--- config.mk ---
export PLATFORM = sky130hd
export DESIGN_NAME = pipe_ctrl
export DESIGN_NICKNAME = d
export VERILOG_FILES = /design/src/rtl/pipe_ctrl.sv
export SDC_FILE = /design/constraint.sdc
export NUM_CORES = 1
export LEC_CHECK = 0
export BUFFER_PORTS_ARGS = -buffer_cell sky130_fd_sc_hd__buf_4
export CELL_PAD_IN_SITES_DETAIL_PLACEMENT = 1
export CELL_PAD_IN_SITES_GLOBAL_PLACEMENT = 1
export CORE_ASPECT_RATIO = 1.5
export CORE_MARGIN = 4
export CORE_UTILIZATION = 37
export CTS_CLUSTER_DIAMETER = 30
export DETAILED_ROUTE_END_ITERATION = 12
export PLACE_DENSITY_LB_ADDON = 0.1
export SYNTH_ARGS = -nofsm -noshare
export SYNTH_HDL_FRONTEND = slang
export SYNTH_SLANG_ARGS = --single-unit
--- constraint.sdc ---
create_clock -name clk -period 2.15 [get_ports clk]
set_clock_uncertainty 0.05 [all_clocks]
set_input_delay 0.3225 -clock clk [delete_from_list [all_inputs] [get_ports clk]]
set_output_delay 0.3225 -clock clk [all_outputs]
set_load 0.05 [all_outputs]
--- src/rtl/pipe_ctrl.sv ---
// Five-stage pipeline hazard controller: load-use stalls, branch flushes,
// data-memory wait freeze with timeout, and halt.
module pipe_ctrl (
  input  logic        clk,
  input  logic        reset,
  input  logic [2:0]  id_reg1,
  input  logic [2:0]  id_reg2,
  input  logic        ex_read_mem,
  input  logic [2:0]  ex_regD,
  input  logic        branch_taken,
  input  logic        mem_req,
  input  logic        mem_ready,
  input  logic        halt_i,
  output logic        pc_en,
  output logic        if_id_en,
  output logic        id_ex_en,
  output logic        ex_mem_en,
  output logic        mem_wb_en,
  output logic        if_id_flush,
  output logic        id_ex_flush,
  output logic        halted,
  output logic        mem_err,
  output logic [15:0] stall_cnt,
  output logic [1:0]  state_o
);

  // state    | meaning
  // RUN      | normal issue; hazards resolved combinationally
  // MEM_WAIT | pipeline frozen waiting on data memory
  // HALT     | stopped until reset (encoding 3 also behaves as HALT)
  localparam logic [1:0] RUN      = 2'd0;
  localparam logic [1:0] MEM_WAIT = 2'd1;
  localparam logic [1:0] HALT     = 2'd2;

  logic [1:0] state, state_nxt;
  logic [3:0] wait_cnt;
  logic       mem_stall, load_use, run_mode, halt_act, timeout;

  assign mem_stall = mem_req && !mem_ready;
  assign load_use  = ex_read_mem && ((ex_regD == id_reg1) || (ex_regD == id_reg2));
  // A memory release cycle is resolved like RUN, except a halt is not taken there.
  assign run_mode  = (state == RUN) || ((state == MEM_WAIT) && mem_ready);
  assign halt_act  = (state == RUN) && halt_i;
  assign timeout   = (state == MEM_WAIT) && !mem_ready && (wait_cnt == 4'hF);

  always_ff @(posedge clk or posedge reset) begin
    if (reset) state <= RUN;
    else       state <= state_nxt;
  end

  always_comb begin
    state_nxt = state;
    case (state)
      RUN: begin
        if (mem_stall)   state_nxt = MEM_WAIT;
        else if (halt_i) state_nxt = HALT;
      end
      MEM_WAIT: begin
        if (mem_ready)    state_nxt = RUN;
        else if (timeout) state_nxt = HALT;
      end
      default: state_nxt = HALT;
    endcase
  end

  always_comb begin
    pc_en       = 1'b0;
    if_id_en    = 1'b0;
    id_ex_en    = 1'b0;
    ex_mem_en   = 1'b0;
    mem_wb_en   = 1'b0;
    if_id_flush = 1'b0;
    id_ex_flush = 1'b0;
    halted      = state[1];
    state_o     = state;
    if (reset) begin
      if_id_flush = 1'b1;
      id_ex_flush = 1'b1;
      halted      = 1'b0;
    end else if (run_mode && !mem_stall) begin
      if (halt_act) begin
        mem_wb_en = 1'b1;
      end else if (branch_taken) begin
        pc_en       = 1'b1;
        if_id_en    = 1'b1;
        id_ex_en    = 1'b1;
        ex_mem_en   = 1'b1;
        mem_wb_en   = 1'b1;
        if_id_flush = 1'b1;
        id_ex_flush = 1'b1;
      end else if (load_use) begin
        id_ex_en    = 1'b1;
        ex_mem_en   = 1'b1;
        mem_wb_en   = 1'b1;
        id_ex_flush = 1'b1;
      end else begin
        pc_en     = 1'b1;
        if_id_en  = 1'b1;
        id_ex_en  = 1'b1;
        ex_mem_en = 1'b1;
        mem_wb_en = 1'b1;
      end
    end
  end

  always_ff @(posedge clk or posedge reset) begin
    if (reset) begin
      wait_cnt  <= 4'd0;
      mem_err   <= 1'b0;
      stall_cnt <= 16'd0;
    end else begin
      if ((state == RUN) && mem_stall)
        wait_cnt <= 4'd1;
      else if ((state == MEM_WAIT) && !mem_ready && !timeout)
        wait_cnt <= wait_cnt + 4'd1;
      if (timeout)
        mem_err <= 1'b1;
      if (!pc_en && !state[1] && (stall_cnt != 16'hFFFF))
        stall_cnt <= stall_cnt + 16'd1;
    end
  end

endmodule

==> impl_metrics.json <==
{
  "synth_warnings": 0,
  "cts_max_level": 1,
  "status": "finished clean",
  "worst_ir_drop_vdd_mv": 0.316,
  "setup_violations": 0,
  "p_per_area_nw_per_um2": 620,
  "synth_cells": 126,
  "synth_cell_type_count": 35,
  "antenna_found_initial": 0,
  "hpwl_mm": 2.66,
  "root_buffer": "clkbuf_8",
  "die_w_um": 56.2,
  "yosysSeqAreaShare_pct": 44.6,
  "drtPass1Iterations": 4,
  "fmax_mhz": 491,
  "ys_ff_latch": 23,
  "finalCritPeriodShare_pct": 94.8,
  "arrival_ps": 1660,
  "power_leakage_uw": 0.000796,
  "gp_congestion": 0.745,
  "antenna_cells": 0,
  "initial_utilization_pct": 38.1,
  "final_nets": 193,
  "die_area_um2": 4510,
  "syn_avg_cell_area_um2": 10.2,
  "maxCapViolations": 0,
  "clkTransAtPathRegs_ps": 80,
  "fin_area_um2": 1730,
  "wirelength_mm": 3.32,
  "final-hold-violation-count": 0,
  "crit_fanout": 6,
  "clock_sinks": 23,
  "rows": 26,
  "drv_slew": 0,
  "rsz0062_at_grt": "no",
  "cp.required_ps": 1780,
  "grt_pass1_wl_mm": 5.69,
  "period_needed_ps": 2040,
  "synth_nets": 144,
  "cts_tree": "built",
  "via_per_inst": 5.37,
  "grt_pass1_vias": 1248,
  "max_slew_margin_pct": 60.3,
  "cts_inserted_buffers": 3,
  "drive_gt1_share_pct": 38.5,
  "insertion_delay_ps": 260,
  "tightest_slew_ps": 591,
  "dpl_worst_slack_ps": -31.9,
  "vias": 1160,
  "hold_class": "in2async",
  "cts_buffer_depth": 2,
  "io_buffers": 42,
  "final_cell_mix": "buf_4, dfrtp_1, xnor2_1, nand4_1, nand2_1",
  "cts_setup_buffers": 0,
  "synthesis.area_um2": 1290,
  "core_area_um2": 3380,
  "grt_max_degree": 24,
  "drc": 0,
  "overflow": 0,
  "cp-end-kind": "output port",
  "setup_slack_ps": 113,
  "mostFrequentLayoutCell": "buf_4",
  "drt_iter0_markers": 4,
  "start_kind": "register",
  "die_h_um": 80.3,
  "io_pins": 43,
  "grtUsageTotal_pct": 15.9,
  "ant_nets": 0,
  "placed_area_um2": 1680,
  "n_fill_cell": 393,
  "wl_per_cell_um": 15.4,
  "path_class": "reg2out",
  "syn2layout_area_growth_pct": 34.1
}
power breakdown:
group	switching [uW]	total, uW	internal [uW]	leakage, uW
registers	26.0	488	462	0.000307
logic	185	312	127	0.000464
clock network	143	272	129	0.0000255
Yosys cell counts:
cell      number  area share [%]
xor2_1         7             4.8
nand3_2        2             1.6
nor2_2         1            0.49
mux2_2         1            0.87
o21ba_2        1            0.78
inv_1          3            0.87
xnor2_1       15              10
o31ai_1        1            0.58
dfrtp_1       23              45
nor4_1         2            0.97
nor2_1         3            0.87
o21ai_0        2            0.78
or3_1          2            0.97
nand2b_2       1            0.68
a31o_2         1            0.68
nand3_1        8             3.1
nand4b_1       1            0.68
nand2_2        1            0.49
or4_1          2             1.2
and4b_1        1            0.78
buf_6          2             1.7
nor2b_1        2            0.97
nand2b_1       2            0.97
a21oi_1        4             1.6
buf_4          2             1.2
and3_1         5             2.4
and2_1         1            0.49
nand2_1       10             2.9
nor3_1         4             1.6
ha_1           2             1.9
nand4_1       10             4.8
or3_2          1            0.58
nor4_4         1             1.6
a41o_1         1            0.78
nand3b_1       1            0.58
worst max-delay path, stage by stage, from the launching register on:
cell	delay [ps]
dfrtp_2	440
o21ba_2	240
nor4_4	210
nand3_2	200
clkinvlp_4	110
buf_4	190
metrics by stage:
step	cells	util (%)	hold WS, ps	total power (uW)	TNS, ps
final	216	51.1	133	1070	0
after CTS	216	51.1	140	1090	0
after floorplan	126	-	290	678	-1810
after detailed placement	212	49.6	418	810	-31.9
after global routing	216	51.1	149	1140	0
after global placement	212	49.6	413	800	0
sequential cells by signal (all words and copies together) (netlist names):
| signal | cells |
|---|---|
| wait_cnt | 4 |
| mem_err | 1 |
| stall_cnt | 16 |
| state_o | 2 |
area by class of cell:
class / instances / area, um2 / area share (%)
Tap cell: 42 / 52.6 / 3.04
Multi-Input combinational cell: 96 / 678 / 39.2
Inverter: 3 / 15.0 / 0.868
Clock inverter: 1 / 5.00 / 0.289
Timing Repair Buffer: 48 / 360 / 20.8
Sequential cell: 23 / 578 / 33.4
Clock buffer: 3 / 41.3 / 2.39
worst paths after layout:
path	to	slack [ps]	startpoint	cells after the start
max in group asynchronous	state_o[1]	1660	reset	3
min in group clk	state_o[1]	310	mem_ready	3
worst max register to register	stall_cnt[11]	250	stall_cnt[0]	6
worst min-delay path	wait_cnt[2]	130	reset	3
worst min register to register	mem_err	440	mem_err	1
worst max-delay path	pc_en	110	state_o[0]	5
cells by family after synthesis:
group / after synthesis / synth area share [%]
AOI/OAI and AO/OA: 10 / 5.14
and+or+nand+nor: 61 / 28.7
muxes: 1 / 0.873
xor gates and xnor gates: 22 / 14.9
adders and majority gates: 2 / 1.94
DFF: 23 / 44.6
buffers and inverters: 7 / 3.78
routing by layer:
| metal | wire length (um) | track usage [%] | part of all wire (%) | vias to the layer above |
|---|---|---|---|---|
| met5 | 0 | 0 | 0 | - |
| li1 | - | - | - | 546 |
| met2 | 1900 | 30.9 | 57 | 33 |
| met1 | 1230 | 16.6 | 37 | 573 |
| met4 | 59 | 5.70 | 1.8 | 0 |
| met3 | 141 | 2.89 | 4.2 | 8 |
repair_timing:
item,in CTS,in global routing
endpoints found under the setup margin,4,0
gates resized for setup,1,0
endpoints found under the hold margin,0,0
hold buffers,0,0
(Power assumes the default switching activity.)
